==> src/rtl/m_pcpi_issue_buffer_if.sv <==
// rtl/m_pcpi_issue_buffer_if.sv - PCPI core-side and M-unit-side signal bundle
interface m_pcpi_issue_buffer_if;
  logic        pcpi_valid;
  logic [31:0] pcpi_insn;
  logic [31:0] pcpi_rs1;
  logic [31:0] pcpi_rs2;
  logic        pcpi_wr;
  logic [31:0] pcpi_rd;
  logic        pcpi_wait;
  logic        pcpi_ready;
  logic        m_valid;
  logic [31:0] m_insn;
  logic [31:0] m_rs1;
  logic [31:0] m_rs2;
  logic        m_ready;
  logic [31:0] m_rd;

  modport slave (
    input  pcpi_valid, pcpi_insn, pcpi_rs1, pcpi_rs2, m_ready, m_rd,
    output pcpi_wr, pcpi_rd, pcpi_wait, pcpi_ready, m_valid, m_insn, m_rs1, m_rs2
  );

  modport master (
    output pcpi_valid, pcpi_insn, pcpi_rs1, pcpi_rs2, m_ready, m_rd,
    input  pcpi_wr, pcpi_rd, pcpi_wait, pcpi_ready, m_valid, m_insn, m_rs1, m_rs2
  );
endinterface

==> src/rtl/m_pcpi_issue_buffer.sv <==
// rtl/m_pcpi_issue_buffer.sv - PCPI issue buffer in front of the M unit
// Optional last-result cache enabled by defining M_RESULT_CACHE_EN.
module m_pcpi_issue_buffer #(
  parameter logic [6:0]  DEC_OPCODE  = 7'b0110011,
  parameter logic [6:0]  DEC_FUNC7   = 7'b0000001,
  parameter int unsigned WDOG_CYCLES = 64
) (
  input  logic                        clk,
  input  logic                        reset,
  m_pcpi_issue_buffer_if.slave        bus,
  output logic                        err_wdog
);
  typedef enum logic [2:0] {
    S_IDLE, S_ISSUE, S_WAIT, S_RESP, S_HOLD, S_DRAIN
  } state_t;

  state_t      state, state_nx;
  logic [31:0] insn_q, rs1_q, rs2_q, result_q, wdog_cnt;
  logic        accept, wdog_fire, cache_hit;
  logic [31:0] cache_res;

  assign accept = (state == S_IDLE) && bus.pcpi_valid &&
                  (bus.pcpi_insn[6:0] == DEC_OPCODE) &&
                  (bus.pcpi_insn[31:25] == DEC_FUNC7);

  assign wdog_fire = (WDOG_CYCLES != 0) && (wdog_cnt == WDOG_CYCLES - 1);

`ifdef M_RESULT_CACHE_EN
  logic        c_valid;
  logic [2:0]  c_f3;
  logic [31:0] c_rs1, c_rs2, c_res;

  assign cache_hit = c_valid && (c_f3 == bus.pcpi_insn[14:12]) &&
                     (c_rs1 == bus.pcpi_rs1) && (c_rs2 == bus.pcpi_rs2);
  assign cache_res = c_res;

  // Only genuine M-unit completions refresh the cache; aborts and watchdog zeros never do.
  always_ff @(posedge clk) begin
    if (reset) begin
      c_valid <= 1'b0;
      c_f3    <= '0;
      c_rs1   <= '0;
      c_rs2   <= '0;
      c_res   <= '0;
    end else if (state == S_WAIT && bus.m_ready) begin
      c_valid <= 1'b1;
      c_f3    <= insn_q[14:12];
      c_rs1   <= rs1_q;
      c_rs2   <= rs2_q;
      c_res   <= bus.m_rd;
    end
  end
`else
  assign cache_hit = 1'b0;
  assign cache_res = '0;
`endif

  always_ff @(posedge clk) begin
    if (reset) begin
      state    <= S_IDLE;
      insn_q   <= '0;
      rs1_q    <= '0;
      rs2_q    <= '0;
      result_q <= '0;
      wdog_cnt <= '0;
      err_wdog <= 1'b0;
    end else begin
      state <= state_nx;
      if (accept) begin
        insn_q   <= bus.pcpi_insn;
        rs1_q    <= bus.pcpi_rs1;
        rs2_q    <= bus.pcpi_rs2;
        wdog_cnt <= '0;
        if (cache_hit) result_q <= cache_res;
      end else if (state == S_WAIT) begin
        wdog_cnt <= wdog_cnt + 32'd1;
      end
      // Completion has priority over both abort and watchdog expiry.
      if (state == S_WAIT) begin
        if (bus.m_ready) begin
          result_q <= bus.m_rd;
        end else if (bus.pcpi_valid && wdog_fire) begin
          result_q <= '0;
          err_wdog <= 1'b1;
        end
      end
    end
  end

  always_comb begin
    state_nx       = state;
    bus.m_valid    = 1'b0;
    bus.pcpi_wait  = 1'b0;
    bus.pcpi_ready = 1'b0;
    bus.pcpi_wr    = 1'b0;
    bus.pcpi_rd    = '0;
    case (state)
      S_IDLE: begin
        if (accept) state_nx = cache_hit ? S_RESP : S_ISSUE;
      end
      S_ISSUE: begin
        bus.m_valid   = 1'b1;
        bus.pcpi_wait = 1'b1;
        state_nx      = S_WAIT;
      end
      S_WAIT: begin
        bus.pcpi_wait = 1'b1;
        if (bus.m_ready)           state_nx = S_RESP;
        else if (!bus.pcpi_valid)  state_nx = S_DRAIN;
        else if (wdog_fire)        state_nx = S_RESP;
      end
      S_RESP: begin
        bus.pcpi_ready = 1'b1;
        bus.pcpi_wr    = 1'b1;
        bus.pcpi_rd    = result_q;
        state_nx       = S_HOLD;
      end
      S_HOLD: begin
        state_nx = S_IDLE;
      end
      S_DRAIN: begin
        if (bus.m_ready) state_nx = S_IDLE;
      end
      default: state_nx = S_IDLE;
    endcase
  end

  assign bus.m_insn = insn_q;
  assign bus.m_rs1  = rs1_q;
  assign bus.m_rs2  = rs2_q;
endmodule
==> src/flat_wrapper.sv <==
// flat-port wrapper written by rule: the top's interface ports become plain ports
module m_pcpi_issue_buffer_flat 
#(
  parameter logic [6:0]  DEC_OPCODE  = 7'b0110011,
  parameter logic [6:0]  DEC_FUNC7   = 7'b0000001,
  parameter int unsigned WDOG_CYCLES = 64
)
  (clk, reset, err_wdog, bus_pcpi_valid, bus_pcpi_insn, bus_pcpi_rs1, bus_pcpi_rs2, bus_m_ready, bus_m_rd, bus_pcpi_wr, bus_pcpi_rd, bus_pcpi_wait, bus_pcpi_ready, bus_m_valid, bus_m_insn, bus_m_rs1, bus_m_rs2);
  m_pcpi_issue_buffer_if bus_i ();
  input  logic clk;
  input  logic reset;
  output logic err_wdog;
  input wire logic [$bits(bus_i.pcpi_valid)-1:0] bus_pcpi_valid;
  input wire logic [$bits(bus_i.pcpi_insn)-1:0] bus_pcpi_insn;
  input wire logic [$bits(bus_i.pcpi_rs1)-1:0] bus_pcpi_rs1;
  input wire logic [$bits(bus_i.pcpi_rs2)-1:0] bus_pcpi_rs2;
  input wire logic [$bits(bus_i.m_ready)-1:0] bus_m_ready;
  input wire logic [$bits(bus_i.m_rd)-1:0] bus_m_rd;
  output wire logic [$bits(bus_i.pcpi_wr)-1:0] bus_pcpi_wr;
  output wire logic [$bits(bus_i.pcpi_rd)-1:0] bus_pcpi_rd;
  output wire logic [$bits(bus_i.pcpi_wait)-1:0] bus_pcpi_wait;
  output wire logic [$bits(bus_i.pcpi_ready)-1:0] bus_pcpi_ready;
  output wire logic [$bits(bus_i.m_valid)-1:0] bus_m_valid;
  output wire logic [$bits(bus_i.m_insn)-1:0] bus_m_insn;
  output wire logic [$bits(bus_i.m_rs1)-1:0] bus_m_rs1;
  output wire logic [$bits(bus_i.m_rs2)-1:0] bus_m_rs2;
  assign bus_i.pcpi_valid = bus_pcpi_valid;
  assign bus_i.pcpi_insn = bus_pcpi_insn;
  assign bus_i.pcpi_rs1 = bus_pcpi_rs1;
  assign bus_i.pcpi_rs2 = bus_pcpi_rs2;
  assign bus_i.m_ready = bus_m_ready;
  assign bus_i.m_rd = bus_m_rd;
  assign bus_pcpi_wr = bus_i.pcpi_wr;
  assign bus_pcpi_rd = bus_i.pcpi_rd;
  assign bus_pcpi_wait = bus_i.pcpi_wait;
  assign bus_pcpi_ready = bus_i.pcpi_ready;
  assign bus_m_valid = bus_i.m_valid;
  assign bus_m_insn = bus_i.m_insn;
  assign bus_m_rs1 = bus_i.m_rs1;
  assign bus_m_rs2 = bus_i.m_rs2;
  m_pcpi_issue_buffer #(.DEC_OPCODE(DEC_OPCODE), .DEC_FUNC7(DEC_FUNC7), .WDOG_CYCLES(WDOG_CYCLES)) u_core (.clk(clk), .reset(reset), .bus(bus_i), .err_wdog(err_wdog));
endmodule
==> config.mk <==
export PLATFORM = sky130hd
export DESIGN_NAME = m_pcpi_issue_buffer_flat
export DESIGN_NICKNAME = d
export VERILOG_FILES = /design/src/rtl/m_pcpi_issue_buffer_if.sv /design/src/rtl/m_pcpi_issue_buffer.sv /design/src/flat_wrapper.sv
export SDC_FILE = /design/constraint.sdc
export NUM_CORES = 1
export LEC_CHECK = 0
export CAP_MARGIN = 0
export CORE_MARGIN = 4
export CORE_UTILIZATION = 30
export CTS_CLUSTER_SIZE = 30
export DETAILED_ROUTE_END_ITERATION = 10
export DONT_BUFFER_PORTS = 1
export MAX_ROUTING_LAYER = met4
export PLACE_DENSITY = 0.51
export RECOVER_POWER = 100
export SYNTH_ARGS = -nofsm -noshare
export SYNTH_HDL_FRONTEND = slang
export SYNTH_SLANG_ARGS = --single-unit
==> constraint.sdc <==
create_clock -name clk -period 3 [get_ports clk]
set_input_delay 0.45 -clock clk [delete_from_list [all_inputs] [get_ports clk]]
set_output_delay 0.45 -clock clk [all_outputs]
set_load 0.02 [all_outputs]
==> summary.txt <==
Outcome
  – Status: finished, final reports clean

Drt
  – Detailed router's first-iteration violation count: 406
  – Detailed Routing Iterations Pass 1: 4
  – Vias: 5703
  – Antenna Nets Post-Route: 0
  – Total Wirelength: about 20 mm
  – Drt wl/cell: 18.07 um
  – Vias/cell: 5.281
  – Drc violations: 0

Yosys
  – Total number of yosys warnings: 0
  – Multiplexer share of the synthesized area: 0.005991
  – Post-synth top area cell: dfxtp_1
  – Post-synth EDFFs: 0
  – Simple-gate share of the synthesized area: 0.2387
  – Post-synth ARST share: 0
  – Largest family of logic cells by synthesized area: simple AND/OR/NAND/NOR gates
  – Syn avg cell area: 8.110 um2
  – Xor/xnor share of the synthesized area: 0.01573
  – Post-synthesis compound-gate area fraction: 0.1932
  – Syn_nets: 957
  – Synth top area cells: dfxtp_1 49%, a21oi_1 10%, nand3_1 6.8%, o21ai_0 6.7%, nand2_1 4.2%
  – Synth top area share: 0.4913
  – Post-Syn Instances: 824
  – Post-synthesis sequential area ratio: 0.4913
  – Post-Synth Adder-Cell Area: 0.001872
  – Flops & latches, synth: 164
  – Cell area after synthesis: 6683 um2
  – Post-synth top flop: dfxtp_1
  – Unique cell type count in the Yosys netlist: 42

Global route
  – Initial antenna violation count: 1
  – Met2 Use GR: 0.2365
  – GR peak layer: met2
  – Largest net degree at the start of global routing: 95
  – Vias in the first global route: about 5300
  – GR Layer Usage met1: 0.1986
  – Gr ovfl total: 0
  – Total track usage: 0.1578
  – First-pass GRT wire length: 30.18 mm
  – Met3 Usage GRT: 0.06324

Pwr
  – Lkg Pwr: between 0.002 and 0.0025 uW
  – Power density of the placed cells: 587.6 nW/um2
  – Peak supply drop: 295.7 uV

Hold path
  – Hold Crit Class: in2reg

STA
  – Final setup fails: 0
  – RSZ-0062 raised after global routing: false
  – Setup ws final: 327.4 ps
  – Slew Limit Fails: 0
  – Clock Skew: 15.38 ps
  – Final period util: 0.8909
  – Final hold viol count: 0
  – Max-Slew Margin vs Limit: 0.2035
  – Setup TNS: 0 ps
  – Slew @ Worst Pin: 1195 ps
  – Max Clk Rate: 374.2 MHz
  – Final period demand of the worst path: about 2700 ps

Setup path
  – Crit. End Element: output port
  – Crit Path Class: reg2out
  – Worst reg2reg startpoint: u_core.state[2]
  – Crit-path max FO: 27
  – Crit path from: u_core.state[1]
  – R2R Setup Slk: 340 ps
  – Crit path to: bus_pcpi_rd[23]
  – R2R cell count: 4
  – Critical path arrival: 2220 ps
  – CP Launch Type: flop
  – Worst Path Required: between 2000 and 3000 ps
  – Worst R2R End: u_core.wdog_cnt[6]

Place
  – RD Place Congestion: 0.7643
  – Dpl ws: 730.0 ps
  – DP Wirelength: 13.03 mm
  – I/O Buffers: 0

Layout
  – Area grow syn2layout: 12.06%
  – Share of layout cells above drive strength 1: 0.06258
  – Area of the multi-input gates: 3068 um2
  – Most common cell after layout, fill and taps aside: dfxtp_1
  – Register Area: 3283 um2
  – Fill count: 2359
  – Final net count: 919
  – Most frequent cells in the layout: 164 x dfxtp_1, 136 x a21oi_1, 91 x nand3_1

Clock tree
  – Setup Fix Bufs, Post-CTS: 0
  – CTS clk-pin slew, worst paths: ~70 ps
  – CTS tree: done
  – Clock latency on the worst-skew pair: 430 ps
  – CTS Sinks: 164
  – CTS hold repair buffers: 0
  – H-tree levels: 4
  – CTS resizes: 0
  – TritonCTS Buffers: 17
  – Clk root buf: clkbuf_16
  – CTS Buffer Depth: 2

Floorplan
  – Initial Util: 0.3053
  – Die width: 157.3 um
  – Rows: 54
  – Core ar.: 21890 um2
  – I/O pin total: 265
  – Chip height: 157.3 um
  – Full die area: 24730 um2

Run
  – Max-cap violations: 0
## stage by stage
stage | util | total power [uW] | std cells | instance area (um2) | hold slack (ps)
final | 0.3421 | 4400 | 1080 | 7488 | 109.8
after global routing | 0.3421 | 4587 | 1080 | 7488 | 76.22
after CTS | 0.3441 | 4491 | 1079 | 7532 | 92.98
after detailed placement | 0.3169 | 2257 | 1047 | 6937 | 442.0
after global placement | 0.3169 | 2258 | 1047 | 6937 | 439.3
after floorplan | - | 2263 | 824 | 6683 | 431.7
## final cells by class
| class | count | share of cell area |
|---|---|---|
| Clock inverter | 14 | 0.02222 |
| Timing Repair Buffer | 18 | 0.01771 |
| Antenna cell | 1 | 0.0003342 |
| Multi-Input combinational cell | 570 | 0.4097 |
| Sequential cell | 164 | 0.4384 |
| Clock buffer | 18 | 0.05731 |
| Tap cell | 280 | 0.04678 |
| Inverter | 15 | 0.007519 |
## sequential cells by signal, summed over array words and instances (netlist names)
name and flops:
u_core.wdog_cnt 32, u_core.state 3, u_core.bus.m_insn 32, u_core.bus.m_rs2 32
u_core.err_wdog 1, u_core.result_q 32, u_core.bus.m_rs1 32
## cells in the mapped netlist (5+ instances only)
library cell and count:
dfxtp_1 164, a21oi_1 136, nand3_1 91, o21ai_0 89, nand2_1 74, clkbuf_1 60, and2_1 34, nor2_1 31
inv_1 15, nand4_1 14, or4_1 14, o31ai_1 12, buf_2 11, nor3_1 9, nor4_1 8, or3_1 8
xor2_1 7, and4_1 5, xnor2_1 5
## worst min path at each step
| stage | start | end | cells after the start |
|---|---|---|---|
| finish | reset | u_core.result_q[28] | 1 |
| global route | reset | u_core.bus.m_rs1[14] | 1 |
| floorplan | u_core.result_q[0] | u_core.result_q[0] | 2 |
| detailed placement | u_core.result_q[23] | u_core.result_q[23] | 2 |
| CTS | reset | u_core.result_q[28] | 1 |
| global placement | u_core.result_q[26] | u_core.result_q[26] | 2 |
## critical path: stages (launching register included)
cell and delay, ps:
dfxtp_1 440, inv_1 130, nor3b_2 470, buf_4 400
and2_0 360
## logic make-up (layout without fill, tap and decap cells)
group / after synthesis / in the layout
AND/OR/NAND/NOR: 306 / 306
AO/OA/AOI/OAI: 247 / 247
flip-flops: 164 / 164
buffers and inverters: 90 / 65
XOR/XNOR: 12 / 12
multiplexers: 4 / 4
adder cells (fa/ha/maj): 1 / 1
other: 0 / 1
## layer usage
| metal | routed length (um) | up-vias |
|---|---|---|
| met3 | 1729 | 16 |
| met4 | 245 | 0 |
| met2 | 9107 | 215 |
| li1 | - | 2847 |
| met1 | 8434 | 2625 |
| met5 | 0 | - |
## where the power goes
part	leakage (uW)	internal [uW]	switching [uW]	total, uW
combinational	0.000637	7.76	20.2	27.9
clock	0.000292	1190	1000	2200
sequential	0.00132	2180	0.0741	2180
Note: power is estimated with default switching activity, not from simulation.
